## src/rtl/operand_fetch_stage.sv

```systemverilog
// operand_fetch_stage: sits between decode and execute. It drives the register
// file read addresses, selects the operands and captures them with the
// instruction and PC in a valid/ready pipeline register. It also stalls for
// one cycle on a load-use hazard.
// Build option: OPERAND_BYPASS_EN. When defined, a writeback landing this
// cycle is forwarded into the operands. When undefined, the stage stalls
// until the write has reached the register file.
module operand_fetch_stage #(
  parameter int XLEN           = 32,
  parameter int REG_ADDR_WIDTH = 5
) (
  input  logic                      i_Clock,
  input  logic                      i_Reset,
  input  logic                      i_Flush,
  input  logic                      i_Valid,
  output logic                      o_Ready,
  input  logic [31:0]               i_Instruction,
  input  logic [XLEN-1:0]           i_PC,
  output logic [REG_ADDR_WIDTH-1:0] o_Read_Addr_1,
  output logic [REG_ADDR_WIDTH-1:0] o_Read_Addr_2,
  input  logic [XLEN-1:0]           i_Read_Data_1,
  input  logic [XLEN-1:0]           i_Read_Data_2,
  input  logic                      i_Wb_Write_Enable,
  input  logic [REG_ADDR_WIDTH-1:0] i_Wb_Write_Addr,
  input  logic [XLEN-1:0]           i_Wb_Write_Data,
  input  logic                      i_Ex_Is_Load,
  input  logic [REG_ADDR_WIDTH-1:0] i_Ex_Rd,
  output logic                      o_Valid,
  input  logic                      i_Ready,
  output logic [31:0]               o_Instruction,
  output logic [XLEN-1:0]           o_PC,
  output logic [XLEN-1:0]           o_Rs1_Data,
  output logic [XLEN-1:0]           o_Rs2_Data
);

  localparam logic [31:0] NOP_INSTR = 32'h00000013;

  logic [REG_ADDR_WIDTH-1:0] rs1;
  logic [REG_ADDR_WIDTH-1:0] rs2;
  logic                      wb_hit_1;
  logic                      wb_hit_2;
  logic                      load_hazard;
  logic                      wb_hazard;
  logic                      advance;
  logic                      accept;
  logic [XLEN-1:0]           operand_1;
  logic [XLEN-1:0]           operand_2;

  logic                      valid_q, valid_d;
  logic [31:0]               instr_q, instr_d;
  logic [XLEN-1:0]           pc_q, pc_d;
  logic [XLEN-1:0]           rs1_data_q, rs1_data_d;
  logic [XLEN-1:0]           rs2_data_q, rs2_data_d;

  // Source register fields go straight to the register file, independent of i_Valid.
  assign rs1           = i_Instruction[19:15];
  assign rs2           = i_Instruction[24:20];
  assign o_Read_Addr_1 = rs1;
  assign o_Read_Addr_2 = rs2;

  // A writeback to x0 never matches, so x0 always reads as zero.
  assign wb_hit_1 = i_Wb_Write_Enable && (i_Wb_Write_Addr != '0) && (i_Wb_Write_Addr == rs1);
  assign wb_hit_2 = i_Wb_Write_Enable && (i_Wb_Write_Addr != '0) && (i_Wb_Write_Addr == rs2);

  // rs2 is compared even for formats that have no rs2; the occasional false stall is harmless.
  assign load_hazard = i_Valid && i_Ex_Is_Load && (i_Ex_Rd != '0) &&
                       ((i_Ex_Rd == rs1) || (i_Ex_Rd == rs2));

`ifdef OPERAND_BYPASS_EN
  // Forward the writeback value so the operand does not wait for the write edge.
  assign operand_1 = wb_hit_1 ? i_Wb_Write_Data : i_Read_Data_1;
  assign operand_2 = wb_hit_2 ? i_Wb_Write_Data : i_Read_Data_2;
  assign wb_hazard = 1'b0;
`else
  // No forwarding path, so hold the instruction for one cycle until the write has landed.
  logic unused_wb_data;
  assign unused_wb_data = ^i_Wb_Write_Data;
  assign operand_1      = i_Read_Data_1;
  assign operand_2      = i_Read_Data_2;
  assign wb_hazard      = i_Valid && (wb_hit_1 || wb_hit_2);
`endif

  assign advance = !valid_q || i_Ready;
  assign o_Ready = advance && !load_hazard && !wb_hazard && !i_Flush && !i_Reset;
  assign accept  = i_Valid && o_Ready;

  // Next state of the pipeline register: flush, then load or bubble, else hold.
  always_comb begin
    valid_d    = valid_q;
    instr_d    = instr_q;
    pc_d       = pc_q;
    rs1_data_d = rs1_data_q;
    rs2_data_d = rs2_data_q;
    if (i_Flush) begin
      valid_d = 1'b0;
    end else if (advance) begin
      if (accept) begin
        valid_d    = 1'b1;
        instr_d    = i_Instruction;
        pc_d       = i_PC;
        rs1_data_d = operand_1;
        rs2_data_d = operand_2;
      end else begin
        valid_d = 1'b0;
      end
    end
  end

  // Pipeline register with synchronous reset to an invalid NOP.
  always_ff @(posedge i_Clock) begin
    if (i_Reset) begin
      valid_q    <= 1'b0;
      instr_q    <= NOP_INSTR;
      pc_q       <= '0;
      rs1_data_q <= '0;
      rs2_data_q <= '0;
    end else begin
      valid_q    <= valid_d;
      instr_q    <= instr_d;
      pc_q       <= pc_d;
      rs1_data_q <= rs1_data_d;
      rs2_data_q <= rs2_data_d;
    end
  end

  assign o_Valid       = valid_q;
  assign o_Instruction = instr_q;
  assign o_PC          = pc_q;
  assign o_Rs1_Data    = rs1_data_q;
  assign o_Rs2_Data    = rs2_data_q;

endmodule

```

## config.mk

```make
export PLATFORM = sky130hd
export DESIGN_NAME = operand_fetch_stage
export DESIGN_NICKNAME = d
export VERILOG_FILES = /design/src/rtl/operand_fetch_stage.sv
export SDC_FILE = /design/constraint.sdc
export NUM_CORES = 1
export LEC_CHECK = 0
export BUFFER_PORTS_ARGS = -buffer_cell sky130_fd_sc_hd__buf_2
export CORE_MARGIN = 4
export CORE_UTILIZATION = 23
export DETAILED_ROUTE_END_ITERATION = 10
export HOLD_SLACK_MARGIN = 0.08
export SYNTH_ARGS = -nofsm -noshare
export SYNTH_HDL_FRONTEND = slang
export SYNTH_SLANG_ARGS = --single-unit
```

## constraint.sdc

```tcl
create_clock -name i_Clock -period 3.9 [get_ports i_Clock]
set_clock_uncertainty 0.1 [all_clocks]
set_input_delay 0.195 -clock i_Clock [delete_from_list [all_inputs] [get_ports i_Clock]]
set_output_delay 0.195 -clock i_Clock [all_outputs]
set_load 0.01 [all_outputs]
```

### Yosys cells after proc, flatten, opt, wreduce, memory -nomap -nowiden

Cells that the tools add are included.

* equality and inequality tests: 4
* muxes and demuxes: 1
* divide/modulo/power cells: 0
* bitwise logic cells: 1
* reduce and logical (&&, ||, !) cells: 24
* multiply operators: 0
* add/sub/neg operators: 0
* order comparisons: 0
* shift-type cells: 0

Operators with widths (count)
* 5-bit == test: 4
* 1-bit logical AND: 12
* 5-bit nonzero test: 2
* 1-bit logical NOT: 5
* 1-bit logical OR: 3
* 3-bit AND reduction: 1
* 2-bit OR reduction: 1
* 1-bit two-way mux: 1
* 1-bit NOT: 1

* logic and storage cells: 35
* ROM bits: 0
* input bits: 177
* register bits: 129
* memories: 0
* bits in writable memories: 0
* bits in latches: 0

### Depth between registers and ports, before layout

* depth in word-level cells: 11
* gate-level depth with buffers: 9
* mapped depth without buffers: 6

### Worst setup path after synthesis

No wires, ideal clock.

* path kind: input to register
* from: in i_Wb_Write_Addr[0]
* to: reg instr_q[10], in the netlist o_Instruction[10]
* setup slack: 1.939 ns
* arrival: 1.789 ns
* data required time: 3.728 ns
* stages on the path: 8
* path through: or3_1 o311a_1 a22oi_2 and3_1 buf_4 buf_12 buf_12 mux2i_1

* longest elaborated chain between the ends: 11
* elaborated cells between the ends (all ways): 14

RTL lines
* start: declaration: line 24 `input logic [REG_ADDR_WIDTH-1:0] i_Wb_Write_Addr,`
* 5-bit nonzero test: line 62, 63
* 1-bit logical AND: line 62, 63
* 1-bit logical AND, on equally long branches: line 62, 63
* 1-bit logical OR *: line 80 `assign wb_hazard = i_Valid && (wb_hit_1 || wb_hit_2);`
* 1-bit logical AND *: line 80
* 1-bit logical NOT *: line 84 `assign o_Ready = advance && !load_hazard && !wb_hazard && !i_Flush && !i_Reset;`
* 1-bit logical AND * (3 in series): line 84
* 1-bit logical AND *: line 85 `assign accept = i_Valid && o_Ready;`
* 3-bit AND reduction (no line) *
* end signal: assignment: line 119 `instr_q <= instr_d;`
* end: declaration: line 50 `logic [31:0] instr_q, instr_d;`

Mark *: on every way between the ends. The rest lies on a longest branch, timed or not.
A chain may end at the register's enable or synchronous reset.

### Worst setup path after layout

* from: in i_Instruction[15]
* to: reg rs1_data_q[10], in the netlist o_Rs1_Data[10]

* longest elaborated chain between the ends: 10
* elaborated cells between the ends (all ways): 15

RTL lines
* start: declaration: line 17 `input logic [31:0] i_Instruction,`
* 5-bit == test, on equally long branches: line 67, 62
* 1-bit logical OR or 1-bit logical AND (tied branches): line 67, 62
* 1-bit logical AND or 1-bit logical OR (tied branches): line 66, 80
* 1-bit logical NOT or 1-bit logical AND (tied branches): line 84, 80
* 1-bit logical AND or 1-bit logical NOT (tied branches): line 84
* 1-bit logical AND * (3 in series): line 84
* 1-bit logical AND *: line 85
* 3-bit AND reduction (no line) *
* end signal: assignment: line 121 `rs1_data_q <= rs1_data_d;`
* end: declaration: line 52 `logic [XLEN-1:0] rs1_data_q, rs1_data_d;`

Marks and branches as above.

==> impl_results.md <==
* Sequential share of power at 0.403
* First-pass detailed-route iteration total at 4
* Worst-Skew Late Latency at 0.40 ns
* Resized Gates After CTS at 0
* Post-synthesis sequential area ratio at 0.415
* Non-filler cells, final at 1,339
* Vias in the first global route at 5,600
* Pwr Total at 3.45 mW
* Post-layout util at 0.362
* Post-route minimum period at 2.41 ns
* FF/Latch Area at 2580 sq um
* Pin count of the biggest net entering global routing at 95
* CTS Hold Bufs at 130
* P&R area growth vs syn at 53.3%
* Grt ovf at 0
* Crit path kind: in -> reg
* Final HPWL DP at 11,800 um
* Min Hold Slack at 0.231 ns
* Internal at 2.62 mW
* Crit-path max FO at 21
* Power density cells at 362 nW/um^2
* Cell Area, Synth at 6220 sq um
* Setup bufs post-CTS at 0
* CTS root buf: clkbuf_16
* CTS tree: yes
* Cell taking the most area after synthesis: dfxtp_1
* Clk sinks at 129
* Area of the die at 29,700 sq um
* Max stage delay cell, worst path: dlygate4sd3_1
* Slew Limit Fails at 0
* Placed cell area at 7660 sq um
* H-tree depth at 4
* Gate power share at 0.144
* Period utilization at 0.618
* CP arrival at 2.63 ns
* Final Wtd Congestion at 0.759
* CP delay by family, top: buffers and inverters
* Status: complete, no violations
* Final setup viols at 0
* Filler Cells Inserted at 2,622
* Headroom to the max-slew limit at 0.566
* Final WL at 17,700 um
* Actual slew at the worst max-slew pin at 0.650 ns
* CP max stage delay at 0.54 ns
* Final hold violation count at 0
* Core area at 26,400 sq um
* Worst VDD drop at 0.000224 V
* Multi-input logic area at 3170 sq um
* Clock buffer depth at 2
* Crit path cell chain: dlygate4sd3_1, buf_2, xnor2_1, nand3_1, o22ai_1, a22oi_2, and3_4, buf_4, mux2i_1
* DRT iter0 DRCs at 167
* Die H at 172 um
* Distinct cells, synth at 20
* PortBufs at 284
* CP Buf/Inv Count at 3
* Cell row count at 59
* TritonCTS Buffers at 17
* Mapped Cells at 608
* Die span in x at 172 um
* Leak at 4.11 nW
* Layout Nets at 1,169
* Setup ws final at 1.49 ns
* Vias per cell at 4.02
* RSZ-0062 raised after global routing: false
* Crit path capture type: flop
* First-pass GRT wire length at 27,600 um
* Post-synth top area share at 0.415
* #FFs+latches synth at 129
* Critical path launch point type: input port
* Syn Area/Cell at 10.2 sq um
* Dpl ws at 1.24 ns
* Initial core utilization at 0.236
* Clock share of power at 0.453
* Total Neg Setup Slack at 0 ns
* Routed WL per cell at 13.2 um
* Inst Count DP at 1,178
* IO Pins at 317
* Share of layout cells above drive strength 1 at 0.319
* Initial antenna violation count at 0
* Max-Cap Viols at 0
* Total Routing Usage GR at 0.116
* DRC Markers at 0
* Ranking of synthesized cells by area: dfxtp_1 (42%), nand2b_1 (25%), mux2i_1 (21%)
* Peak Freq at 415 MHz
* Yosys warning total at 0
* Net Sw Frac at 0.239
* Post-route ant nets at 0
* CTS clk-pin slew, worst paths at 0.06 ns
* Via count at 5,383
* CP required at 4.12 ns
* Hold WC Path Type: in -> reg
* Final instance area at 9540 sq um
* Psw at 824 uW
* ANT cells at 0
* Post-synth net total at 785
==> flip-flops by register name, indices dropped and copies added, names as in the netlist <==
register,flops
o_Rs2_Data,32
o_Valid,1
o_Instruction,32
o_PC,32
o_Rs1_Data,32
==> tightest hold or removal path, delay by kind of cell <==
family,cells,cell delay [ns]
and+or+nand+nor,1,0.16
buffers and inverters,1,0.26
muxes,1,0.07
==> cell usage after synthesis <==
cell type  instances
buf_8              1
buf_4             11
or3_1              2
buf_12            13
nor2_1             6
and2_1             1
nand3_1            4
o22ai_1            2
nand2_1            4
a22oi_2            1
nand2b_1         250
dfxtp_1          129
mux2i_1          128
clkbuf_1          29
a21oi_1            1
o311a_1            2
nor2b_1            1
nor3_1             2
xnor2_1           20
and3_1             1
==> layout by cell type (no fill, tap or decap) <==
cell type,Yosys,routed
nand2b_1,250,250
clkinv_4,0,1
buf_4,11,4
a21oi_1,1,1
o22ai_1,2,2
nor2b_1,1,1
clkinv_2,0,4
clkinvlp_4,0,3
or3_1,2,2
dfxtp_1,129,129
nor2_1,6,6
clkbuf_16,0,17
bufinv_16,0,2
nand3_1,4,4
clkbuf_1,29,2
and3_4,0,1
buf_2,0,283
a22oi_2,1,1
nand2_1,4,4
clkbuf_8,0,2
o311a_1,2,2
nor3_1,2,2
dlygate4sd3_1,0,130
xnor2_1,20,20
and2_1,1,1
mux2i_1,128,128
buf_12,13,2
==> power groups by stage <==
| stage | Combinational, mW | Sequential (mW) | Clock [mW] |
|---|---|---|---|
| 2_1_floorplan | 0.228 | 1.44 | 0 |
| 3_3_place_gp | 0.391 | 1.42 | 0 |
| 3_5_place_dp | 0.395 | 1.42 | 0 |
| 4_1_cts | 0.500 | 1.39 | 1.64 |
| 5_1_grt | 0.545 | 1.39 | 1.69 |
| 6_report | 0.496 | 1.39 | 1.56 |
==> cell type report <==
type	count	share of cell area
Multi-Input combinational cell	425	0.333
Timing Repair Buffer	419	0.292
Sequential cell	129	0.271
Clock buffer	21	0.0483
Tap cell	335	0.0440
Clock inverter	10	0.0117
==> kinds of logic (layout without fill, tap and decap cells) <==
family / count (synthesis) / after routing / synth area share
AO/OA/AOI/OAI: 6 / 6 / 0.00805
XOR/XNOR: 20 / 20 / 0.0282
buffers and inverters: 54 / 450 / 0.0750
flip-flops: 129 / 129 / 0.415
multiplexers: 128 / 128 / 0.206
AND/OR/NAND/NOR: 271 / 271 / 0.267
==> final timing paths <==
kind,end,from,slack (ns),depth (start not counted)
worst min register to register,o_Rs1_Data[20],o_Rs1_Data[20],0.37,2
worst min-delay path,o_Instruction[4],i_Reset,0.23,3
worst max-delay path,o_Rs1_Data[10],i_Instruction[15],1.49,9
worst max register to register,o_Rs1_Data[10],o_Valid,1.87,5
==> per-layer routing <==
metal / global-route usage / vias up / part of all wire
li1: - / 2715 / -
met1: 0.127 / 2455 / 0.41
met2: 0.206 / 189 / 0.50
met3: 0.0393 / 24 / 0.072
met4: 0.0420 / 0 / 0.020
met5: 0 / - / 0
Note: power is estimated with default switching activity, not from simulation.
